--- src/rtl/uart_tx_fifo.sv ---
// uart_tx_fifo: byte FIFO that launches queued bytes into a UART transmitter one at a time.
// Define UART_TX_FIFO_OVF_EN to add a sticky overflow flag with its ovf_clr input.
module uart_tx_fifo #(
    parameter int DEPTH  = 16,
    parameter int ADDR_W = 4
) (
    input  logic              clk,
    input  logic              rst,
    input  logic              wr_en,
    input  logic [7:0]        wr_data,
    input  logic              tx_en,
    input  logic              tx_done,
`ifdef UART_TX_FIFO_OVF_EN
    input  logic              ovf_clr,
    output logic              overflow,
`endif
    output logic              tx_start,
    output logic [7:0]        tx_data,
    output logic              full,
    output logic              empty,
    output logic [ADDR_W:0]   level,
    output logic              busy
);
    localparam int LW = ADDR_W + 1;
    localparam logic [1:0] IDLE   = 2'd0;
    localparam logic [1:0] LAUNCH = 2'd1;
    localparam logic [1:0] WAIT   = 2'd2;

    logic [1:0]        r_state;
    logic [7:0]        r_mem [DEPTH];
    logic [ADDR_W-1:0] r_wr_ptr, r_rd_ptr;
    logic [ADDR_W:0]   r_level;
    logic [ADDR_W:0]   w_level_nxt;
    logic              r_full, r_empty;
    logic [7:0]        r_tx_data;
    logic              w_push, w_pop;

    // A push into a full FIFO is dropped even when a pop frees a slot on the same edge.
    assign w_push      = wr_en && !r_full;
    assign w_pop       = (r_state == IDLE) && !r_empty && tx_en;
    assign w_level_nxt = r_level + LW'(w_push) - LW'(w_pop);

    always_ff @(posedge clk)
        if (w_push) r_mem[r_wr_ptr] <= wr_data;

    always_ff @(posedge clk) begin
        if (rst) begin
            r_wr_ptr  <= '0;
            r_rd_ptr  <= '0;
            r_level   <= '0;
            r_full    <= 1'b0;
            r_empty   <= 1'b1;
            r_state   <= IDLE;
            r_tx_data <= 8'h00;
        end else begin
            if (w_push) r_wr_ptr <= r_wr_ptr + ADDR_W'(1);
            if (w_pop) begin
                r_rd_ptr  <= r_rd_ptr + ADDR_W'(1);
                r_tx_data <= r_mem[r_rd_ptr];
            end
            r_level <= w_level_nxt;
            r_full  <= w_level_nxt == LW'(DEPTH);
            r_empty <= w_level_nxt == '0;
            r_state <= w_pop                         ? LAUNCH :
                       (r_state == LAUNCH)           ? WAIT   :
                       (r_state == WAIT && !tx_done) ? WAIT   : IDLE;
        end
    end

`ifdef UART_TX_FIFO_OVF_EN
    logic r_overflow;
    always_ff @(posedge clk) begin
        if (rst || ovf_clr) r_overflow <= 1'b0;
        else if (wr_en && r_full) r_overflow <= 1'b1;
    end
    assign overflow = r_overflow;
`endif

    assign tx_start = r_state == LAUNCH;
    assign tx_data  = r_tx_data;
    assign full     = r_full;
    assign empty    = r_empty;
    assign level    = r_level;
    assign busy     = !r_empty || r_state != IDLE;
endmodule

--- config.mk ---
export PLATFORM = sky130hd
export DESIGN_NAME = uart_tx_fifo
export DESIGN_NICKNAME = d
export VERILOG_FILES = /design/src/rtl/uart_tx_fifo.sv
export SDC_FILE = /design/constraint.sdc
export NUM_CORES = 1
export LEC_CHECK = 0
export ABC_AREA = 1
export CAP_MARGIN = 5
export CORE_MARGIN = 2
export CORE_UTILIZATION = 31
export CTS_CLUSTER_SIZE = 40
export DETAILED_ROUTE_END_ITERATION = 10
export DONT_BUFFER_PORTS = 1
export SYNTH_ARGS = -nofsm -noshare
export SYNTH_HDL_FRONTEND = slang
export SYNTH_SLANG_ARGS = --single-unit
--- constraint.sdc ---
create_clock -name clk -period 2.6 [get_ports clk]
set_input_delay 0.52 -clock clk [delete_from_list [all_inputs] [get_ports clk]]
set_output_delay 0.52 -clock clk [all_outputs]
set_load 0.005 [all_outputs]
==> results.yml <==
cts:
  cts-hold-fix-buffers: 0
  cts_tree: "built"
  clockBufferDepth: 2
  clock_sinks: 153
  cts-resized-gates: 0
  cts_root_buf: "clkbuf_16"
  clkSlewWorstSetupHoldPaths_ns: 0.07
  htreeDepth: 4
  postCtsSetupRepairBufs: 0
  insertion_delay_ns: 0.43
  cts_made_buffers: 17
synth:
  synth_largest_area_cell: "edfxtp_1"
  synthMuxAreaShare: 0
  synth_common_cells: "213 x nand2_1, 128 x edfxtp_1, 116 x inv_1"
  synth_xor_area_frac: 0.00526
  ys_async_sr_fraction: 0
  ys_seq_elements: 153
  synth_edf_count: 128
  yosys.area.top_type_share: 0.578
  synth_top_family_by_area: "simple AND/OR/NAND/NOR gates"
  yosysMostFrequentCell: "nand2_1"
  yosys.area_share.simple: 0.216
  synth_compound_gate_area_share: 0.0105
  ys_seq_area_frac: 0.653
  synth_ff_type: "edfxtp_1"
  syn_area_per_cell_um2: 9.84
  yosys_warnings: 0
  synth-adder-area-share: 0.0218
  synth.cell_area_um2: 6660
  synth_area_leaders: "edfxtp_1 58%, nand2_1 12%, nand3_1 7.6%, dfxtp_1 7.5%, inv_1 6.5%"
  ys_types: 20
  syn_inst: 676
  synthesis.nets: 700
place:
  portBuffers: 0
  globalplace.congestion: 0.831
  dp_cells: 949
  dp_hpwl_um: 8860
  placed_area_um2: 7010
run_status:
  status: "finished clean"
floorplan:
  dieWidth_um: 151
  std_cell_rows: 53
  initial_core_util: 0.317
  die_area_um2: 22700
  die_h_um: 151
  core_um2: 21000
  io_pins: 30
power:
  total_power_w: 0.00692
  ir_drop_mv: 0.455
  leakagePower_nw: 3.27
  power.density_nw_per_um2: 900
sta:
  max_slew_margin: 0.523
  hold_viol: 0
  fin_crit_ns: 2.18
  finalMaxSlewViolations: 0
  finalSetupViolCount: 0
  rsz0062_at_grt: "false"
  tns_ns: 0
  period_share: 0.839
  fmax_mhz: 458
  finClkSkew_ns: 0.0111
  tightest_slew_ns: 0.715
route:
  routedWlPerCell_um: 14.6
  vias_per_cell: 4.50
  drc: 0
  vias: 4418
  first_pass_iters: 4
  first_iter_violations: 315
  drt-total-wl_um: 14400
  ant_nets: 0
cells_and_area:
  drive_above_1_share: 0.0850
  final_area_um2: 7690
  instances_no_fill: 981
  antennaDiodeCount: 0
  finalNetCount: 717
  syn_to_final_growth_pct: 15.5
worst_setup_path:
  worst_ep_arrival_time_ns: 2.53
  r2r-end: "full"
  cp-endpoint: "full"
  required_ns: 2.95
  cp_max_fo: 4
  setup.worst_path.end_class: "flip-flop"
  r2r_start: "empty"
  critical_path_class: "reg2reg"
  reg2reg_depth: 11
  r2r_setup_slack_ns: 0.42
  crit_path_start: "empty"
  worstSetupStartpointType: "flip-flop"
flow_run:
  max-cap-violations: 0
hold_path:
  hold_path.startpoint: "rst"
  hold_class: "in2reg"
global_routing:
  antenna_found_initial: 0
  grt_first_pass_wirelength_um: 22700
  grt_remaining_overflow: 0
  grt_max_degree: 49
  grt_pass1_vias: 4165
  grt_usage: 0.134
## cell families (layout without fill, tap and decap cells)
logic type               after synthesis  in the layout
AND/OR/NAND/NOR                      348            348
XOR/XNOR                               4              4
flip-flops                           153            153
buffers and inverters                146            176
AO/OA/AOI/OAI                         14             14
adder cells (fa/ha/maj)               11             11
## area by class of cell
cell class | count | area [um2]
Timing Repair Buffer | 25 | 188
Clock buffer | 17 | 425
Fill cell | 2033 | 13300
Multi-Input combinational cell | 377 | 1690
Inverter | 119 | 447
Clock inverter | 15 | 249
Tap cell | 275 | 344
Sequential cell | 153 | 4350
## metal layers
metal / track usage / routed length, um
met3: 0.0418 / 907
met1: 0.175 / 6440
met4: 0.0340 / 127
met5: 0 / 0
met2: 0.218 / 6880
## state kept, by name, summed over array words and instances (netlist names)
name,flops
r_wr_ptr,4
r_rd_ptr,4
r_state,2
empty,1
tx_data,8
level,5
r_mem,128
full,1
## worst min-delay path by stage
stage                        to  slack, ns  depth (start not counted)
finish              r_wr_ptr[2]       0.15                          1
global route           level[2]       0.14                          1
CTS                 r_wr_ptr[2]       0.14                          1
detailed placement   tx_data[4]       0.47                          2
global placement     tx_data[6]       0.47                          2
floorplan            tx_data[0]       0.45                          2
## through the flow
| step | util | hold slack, ns | setup WS, ns |
|---|---|---|---|
| floorplan | - | 0.448 | 0.229 |
| global placement | 0.334 | 0.467 | 0.270 |
| detailed placement | 0.334 | 0.469 | 0.226 |
| CTS | 0.366 | 0.137 | 0.409 |
| global route | 0.366 | 0.139 | 0.219 |
| finish | 0.366 | 0.154 | 0.418 |
## power breakdown
| group | leakage [nW] | internal (W) | total (W) | switching, W |
|---|---|---|---|---|
| logic | 1.59 | 0.000402 | 0.00122 | 0.000816 |
| registers | 1.36 | 0.00282 | 0.00291 | 0.0000908 |
| clock network | 0.323 | 0.00180 | 0.00279 | 0.000984 |
## cell usage in the layout (no fill, tap or decap)
master / count
nand3_1: 101
clkbuf_16: 17
dfxtp_1: 24
clkinvlp_4: 2
inv_2: 2
clkinv_4: 4
xnor2_1: 3
inv_1: 116
nor2_1: 30
o21ai_0: 4
xor2_1: 1
bufinv_16: 6
clkinv_1: 1
nor3_1: 3
ha_1: 10
edfxtp_1: 128
inv_6: 1
buf_4: 25
dfxtp_2: 1
a21oi_1: 10
nor4_1: 1
nand2_1: 213
clkinv_2: 2
fa_1: 1
## critical path, cell delays in order, from the launching register on
cell	delay (ns)
dfxtp_1	0.36
nor2_1	0.06
nand2_1	0.11
inv_1	0.10
ha_1	0.27
inv_1	0.04
ha_1	0.20
fa_1	0.41
xor2_1	0.19
nor3_1	0.14
nand2_1	0.09
nor3_1	0.12
(Power assumes the default switching activity.)
